`src/rtl/serial_full_adder.sv`:
```
// rtl/serial_full_adder.sv - bit-serial LSB-first adder with start/ready/done handshake
module serial_full_adder #(
    parameter int WIDTH = 8
) (
    input  logic             clk,
    input  logic             rst,
    input  logic             start,
    input  logic [WIDTH-1:0] a,
    input  logic [WIDTH-1:0] b,
    input  logic             cin,
    output logic             ready,
    output logic             busy,
    output logic             done,
    output logic [WIDTH-1:0] sum,
    output logic             cout,
    output logic             ovf
);

    localparam int CW = $clog2(WIDTH) + 1;

    typedef enum logic [1:0] {
        S_IDLE,
        S_SHIFT,
        S_DONE
    } state_t;

    state_t           state;
    state_t           state_next;
    logic [WIDTH-1:0] a_sr;
    logic [WIDTH-1:0] b_sr;
    logic             c;
    logic [CW-1:0]    cnt;
    logic             s_bit;
    logic             c_next;
    logic             last_bit;

    assign s_bit    = a_sr[0] ^ b_sr[0] ^ c;
    assign c_next   = (a_sr[0] & b_sr[0]) | (a_sr[0] & c) | (b_sr[0] & c);
    assign last_bit = (cnt == CW'(WIDTH - 1));

    assign ready = (state == S_IDLE);
    assign busy  = (state == S_SHIFT);
    assign done  = (state == S_DONE);

    always_ff @(posedge clk) begin
        if (rst) begin
            state <= S_IDLE;
        end else begin
            state <= state_next;
        end
    end

    always_comb begin
        state_next = state;
        case (state)
            S_IDLE:  if (start) state_next = S_SHIFT;
            S_SHIFT: if (last_bit) state_next = S_DONE;
            S_DONE:  state_next = S_IDLE;
            default: state_next = S_IDLE;
        endcase
    end

    // cout/ovf are registered on the final shift so they are already valid while done is high;
    // ovf compares the carry into the MSB (c) with the carry out of it (c_next).
    always_ff @(posedge clk) begin
        if (rst) begin
            a_sr <= '0;
            b_sr <= '0;
            c    <= 1'b0;
            cnt  <= '0;
            sum  <= '0;
            cout <= 1'b0;
            ovf  <= 1'b0;
        end else begin
            case (state)
                S_IDLE: begin
                    if (start) begin
                        a_sr <= a;
                        b_sr <= b;
                        c    <= cin;
                        cnt  <= '0;
                        sum  <= '0;
                        cout <= 1'b0;
                        ovf  <= 1'b0;
                    end
                end
                S_SHIFT: begin
                    sum  <= {s_bit, sum[WIDTH-1:1]};
                    a_sr <= a_sr >> 1;
                    b_sr <= b_sr >> 1;
                    c    <= c_next;
                    cnt  <= cnt + CW'(1);
                    if (last_bit) begin
                        cout <= c_next;
                        ovf  <= c ^ c_next;
                    end
                end
                default: ;
            endcase
        end
    end

endmodule

```
`config.mk`:
```
export PLATFORM = sky130hd
export DESIGN_NAME = serial_full_adder
export DESIGN_NICKNAME = d
export VERILOG_FILES = /design/src/rtl/serial_full_adder.sv
export SDC_FILE = /design/constraint.sdc
export NUM_CORES = 1
export LEC_CHECK = 0
export ABC_AREA = 1
export CAP_MARGIN = 20
export CORE_ASPECT_RATIO = 0.8
export CORE_MARGIN = 3
export CORE_UTILIZATION = 35
export DETAILED_ROUTE_END_ITERATION = 8
export DONT_BUFFER_PORTS = 1
export HOLD_SLACK_MARGIN = 0.05
export PLACE_DENSITY_LB_ADDON = 0.1
export SETUP_SLACK_MARGIN = 0.2
export SLEW_MARGIN = 5
export SYNTH_ARGS = -nofsm -noshare
export SYNTH_HDL_FRONTEND = slang
export SYNTH_SLANG_ARGS = --single-unit
```
`constraint.sdc`:
```
create_clock -name clk -period 1.9 [get_ports clk]
set_clock_uncertainty 0.15 [all_clocks]
set_input_delay 0.285 -clock clk [delete_from_list [all_inputs] [get_ports clk]]
set_output_delay 0.285 -clock clk [all_outputs]
set_load 0.03 [all_outputs]
```
==> flow_summary.json, run 1 <==
{
  "status": "completed",
  "grt_util_all_layers": 0.150,
  "cp-start-kind": "flop",
  "cts_setup_buffers": 0,
  "core_um2": 4000,
  "firstDrtPassIters": 4,
  "grt-ovfl-total": 0,
  "syn_avg_cell_area_um2": 7.16,
  "critPathMaxFanout": 23,
  "synthFlopType": "dfxtp_1",
  "wl_met1_mm": 1.68,
  "die_height_um": 65.2,
  "finalSetupTns_ns": 0,
  "setup_viol_count_final": 0,
  "place_ws_ns": 0.333,
  "start_util": 0.383,
  "power_uw": 1490,
  "drt-initial-drc-count": 97,
  "cts_tree": "done",
  "cp.arrival_ns": 1.21,
  "synth-edff-count": 0,
  "vdd_drop_max_mv": 0.382,
  "antenna_found_initial": 0,
  "ant_nets": 0,
  "antenna_cells": 0,
  "fmax_ghz": 0.609,
  "grt_max_degree": 26,
  "r2r_setup_slack_ns": 0.36,
  "cts.sinks": 33,
  "syn_inst": 214,
  "cts_root_buffer": "clkbuf_8",
  "drv_slew": 0,
  "hp-class": "primary input to flop",
  "vias": 1284,
  "async_flop_share": 0,
  "gp_congestion": 0.736,
  "ys_seq_elements": 33,
  "utilization": 0.415,
  "synth_commonest_cells": "71 x nand2_1, 41 x nor2_1, 33 x dfxtp_1, 18 x o21ai_0",
  "grt_pass1_vias": 1240,
  "wl_mm": 3.54,
  "final_layout_size_suffix_gt1_frac": 0.153,
  "hpwlAfterDp_mm": 2.39,
  "drv_cap": 0,
  "synthesis.area_um2": 1530,
  "timing.final.ws_setup_ns": 0.258,
  "hold_path_depth": 4,
  "synth.area.top_cells": "dfxtp_1 43%, nand2_1 17%, nor2_1 10%",
  "postSynthNetCount": 236,
  "ys_types": 21,
  "syn_to_final_growth_pct": 8.41,
  "drc": 0,
  "die_x_um": 80.0,
  "hold_violations": 0,
  "met2_length_mm": 1.62,
  "grt_pass1_wl_mm": 5.98,
  "criticalPathCategory": "flop to output pin",
  "period_minus_slack_ns": 1.64,
  "reg2reg_depth": 6,
  "wire_per_inst_um": 13.0,
  "clk_pin_slew_ns": 0.07,
  "clock_latency_ns": 0.28,
  "routed_via_density": 4.74,
  "io_buffers": 0,
  "p_leak_uw": 0.000689,
  "clockBufferDepth": 2,
  "finalCritPeriodShare": 0.864,
  "top_layer": "met4",
  "fin_nets": 237,
  "p_per_area_nw_per_um2": 899,
  "rsz0062_at_grt": "false",
  "rows": 20,
  "synth_top_area_frac": 0.431,
  "worstMarginPinSlew_ns": 0.616,
  "synth_most_common_cell": "nand2_1",
  "yosysTopAreaCell": "dfxtp_1",
  "io_pins": 33,
  "dieArea_um2": 5210,
  "yosys_warnings": 0,
  "wl_met3_um": 200,
  "required_ns": 1.46,
  "slew_headroom": 0.589,
  "crit_path_end_kind": "output pin",
  "h-tree-depth": 2,
  "cts_buffers": 5,
  "yosysSeqAreaShare": 0.431
}
registers in the layout, indices dropped and copies added (netlist names):
register  cells
ovf           1
sum           8
c             1
state         2
cnt           4
a_sr          8
b_sr          8
cout          1
routing by layer:
metal  vias to the layer above  GRT usage
met2                        25      0.231
met4                         0     0.0633
met3                         4     0.0521
met1                       590      0.189
met5                         -          0
li1                        665          -
layout by cell type, fill, tap and decap left out, types with 2 or more instances in the layout:
master / count
clkbuf_8: 5
dlygate4sd3_1: 3
nand2_1: 71
nand3_1: 6
nor2_1: 40
a21oi_1: 5
inv_1: 4
clkinv_2: 2
nand2_2: 8
inv_2: 2
o21ai_0: 18
dfxtp_1: 32
a21oi_2: 8
nand2_4: 2
worst paths after layout:
kind,end,start
worst min-delay path,a_sr[4],a[4]
worst max-delay path,busy,state[0]
worst min register to register,a_sr[7],a_sr[7]
worst max register to register,sum[2],state[1]
logic make-up after synthesis:
group / synth area share
and+or+nand+nor: 0.352
adders and majority gates: 0.0212
buffers and inverters: 0.0751
DFF: 0.431
AOI/OAI and AO/OA: 0.121
per-stage QoR:
step | instances | cell area, um^2 | hold WS, ns
after floorplan | 214 | 1530 | 0.214
after global placement | 260 | 1540 | 0.200
after detailed placement | 260 | 1540 | 0.201
after CTS | 271 | 1660 | 0.0604
after global routing | 271 | 1660 | 0.0823
final | 271 | 1660 | 0.0744
worst max-delay path: stages, from the launching register on:
cell and delay [ns]:
dfxtp_2 0.40, inv_2 0.06, nor2_4 0.22, buf_12 0.23
report_power, final:
group / internal, uW / switching (uW) / total (uW)
Combinational: 73.4 / 138 / 212
Clock: 254 / 253 / 506
Sequential: 735 / 41.2 / 777
Total: 1060 / 432 / 1490
cell type report:
cell class                      count  area, um^2
Fill cell                         443        2340
Multi-Input combinational cell    163         759
Sequential cell                    33         662
Clock buffer                        6        72.6
Tap cell                           55        68.8
Timing Repair Buffer                5        57.6
Inverter                            7        31.3
Clock inverter                      2        10.0
what timing repair did:
action	CTS	global route
gates resized for setup	1	2
hold endpoints to repair	11	0
endpoints found under the setup margin	1	8
hold buffers	3	0
(Power assumes the default switching activity.)
==> run 2: changes to the inputs <==
ABC_AREA = default   (was 1)
CORE_ASPECT_RATIO = default   (was 0.8)
==> flow_summary.json, run 2 <==
{
  "status": "completed",
  "cts.sinks": 33,
  "synthFlopType": "dfxtp_1",
  "p_leak_uw": 0.000647,
  "core_um2": 4140,
  "grt_max_degree": 32,
  "yosysTopAreaCell": "dfxtp_1",
  "io_pins": 33,
  "io_buffers": 0,
  "cts_setup_buffers": 0,
  "firstDrtPassIters": 4,
  "yosys_warnings": 0,
  "grt_util_all_layers": 0.139,
  "drv_slew": 0,
  "ant_nets": 0,
  "num-fill-cells": 414,
  "reg_top3": "a_sr x8, b_sr x8, sum x8",
  "finalSetupTns_ns": 0,
  "fin_nets": 192,
  "synthesis.area_um2": 1560,
  "period_minus_slack_ns": 1.62,
  "postSynthNetCount": 186,
  "worstMarginPinSlew_ns": 0.524,
  "wl_mm": 3.57,
  "setup_viol_count_final": 0,
  "clock_latency_ns": 0.29,
  "slew_headroom": 0.650,
  "syn_inst": 164,
  "utilization": 0.425,
  "hold_violations": 0,
  "die_height_um": 72.8,
  "cp.arrival_ns": 1.19,
  "drc": 0,
  "critPathMaxFanout": 13,
  "cts_tree": "done",
  "p_per_area_nw_per_um2": 886,
  "cts_root_buffer": "clkbuf_8",
  "synth_most_common_cell": "nor2_1",
  "vdd_drop_max_mv": 0.266,
  "dieArea_um2": 5300,
  "criticalPathCategory": "flop to output pin",
  "hpwlAfterDp_mm": 2.27,
  "synth.area.top_cells": "dfxtp_1 42%, nor2_1 8.6%, a211oi_2 8.0%",
  "rows": 23,
  "clockBufferDepth": 2,
  "clk_pin_slew_ns": 0.07,
  "ys_types": 36,
  "cts_buffers": 5,
  "die_x_um": 72.8,
  "timing.final.ws_setup_ns": 0.277,
  "start_util": 0.377,
  "place_ws_ns": 0.362,
  "syn_to_final_growth_pct": 12.6,
  "finalCritPeriodShare": 0.854,
  "synth_top_area_frac": 0.423,
  "antenna_cells": 0,
  "drv_cap": 0,
  "routed_via_density": 5.30,
  "crit_path_end_kind": "output pin",
  "h-tree-depth": 2,
  "synth_commonest_cells": "36 x nor2_1, 33 x dfxtp_1, 10 x a211oi_2, 9 x a22oi_1",
  "hp-class": "primary input to flop",
  "grt_pass1_vias": 1102,
  "fmax_ghz": 0.616,
  "grt-ovfl-total": 0,
  "final_cell_mix": "36 x nor2_1, 32 x dfxtp_1, 10 x a211oi_2, 9 x a22oi_1",
  "async_flop_share": 0,
  "antenna_found_initial": 0,
  "rsz0062_at_grt": "false",
  "final_layout_size_suffix_gt1_frac": 0.228,
  "grt_pass1_wl_mm": 5.58,
  "ys_seq_elements": 33,
  "synth-edff-count": 0,
  "wire_per_inst_um": 16.1,
  "drt-initial-drc-count": 45,
  "syn_avg_cell_area_um2": 9.53,
  "vias": 1172,
  "cp-start-kind": "flop",
  "yosysSeqAreaShare": 0.423,
  "gp_congestion": 0.752,
  "layout_commonest_cell": "nor2_1",
  "required_ns": 1.46
}
## run 2: cell types whose count changed after synthesis, moves of 6 or more
cell	change
nand2_2	-8
o21ai_0	-18
a211oi_2	+10
a21oi_2	-8
o22ai_1	+6
a22oi_1	+9
o2bb2ai_1	+6
a211oi_1	+6
nand2_1	-65
## run 2: report_power, final
group          internal (uW)  switching (uW)
Combinational           90.0             107
Clock                    328             268
Sequential               730            36.4
Total                   1150             411
## run 2: cell families after synthesis
group,after synthesis,synth area share
DFF,33,0.423
and+or+nand+nor,59,0.179
xor gates and xnor gates,1,0.00561
buffers and inverters,17,0.0657
AOI/OAI and AO/OA,52,0.307
adders and majority gates,2,0.0208
## run 2: layout make-up
| cell class | count | area, um^2 | area share |
|---|---|---|---|
| sequential | 33 | 662 | 0.376 |
| clock buffer | 7 | 96.3 | 0.0548 |
| timing repair buffer | 13 | 123 | 0.0697 |
| inverter | 3 | 11.3 | 0.00640 |
| tap | 50 | 62.6 | 0.0356 |
| multi-input combinational | 114 | 800 | 0.454 |
| clock inverter | 1 | 5.00 | 0.00284 |
## run 2: critical path: stages, from the launching register on
cell	delay [ns]
dfxtp_2	0.50
buf_4	0.21
nor2_1	0.05
buf_4	0.16
## run 2: per-layer routing
| layer | vias to the layer above | global-route usage | wire length (um) | part of all wire |
|---|---|---|---|---|
| met3 | 2 | 0.0785 | 301 | 0.084 |
| met4 | 0 | 0.0430 | 13 | 0.0036 |
| li1 | 602 | - | - | - |
| met2 | 29 | 0.175 | 1490 | 0.42 |
| met5 | - | 0 | 0 | 0 |
| met1 | 539 | 0.198 | 1760 | 0.49 |
## run 2: timing repair
item                       4_1_cts  5_1_grt
hold buffers                     4        2
setup endpoints to repair        2        0
hold endpoints to repair        31        3
gates resized for setup          1        0
## run 2: final timing paths
kind | slack [ns] | cells past startpoint | end | start
hold / removal | 0.06 | 2 | a_sr[2] | start
hold reg to reg | 0.36 | 2 | a_sr[7] | a_sr[7]
setup reg to reg | 0.42 | 4 | ovf | cnt[0]
setup / recovery | 0.28 | 3 | done | state[0]
## run 2: through the flow
step	std cells	total power, uW	hold WS, ns	instance area (um^2)
floorplan	164	942	0.314	1560
global placement	207	946	0.206	1590
detailed placement	207	952	0.207	1590
CTS	219	1560	0.0500	1740
global route	221	1630	0.0509	1760
finish	221	1560	0.0578	1760
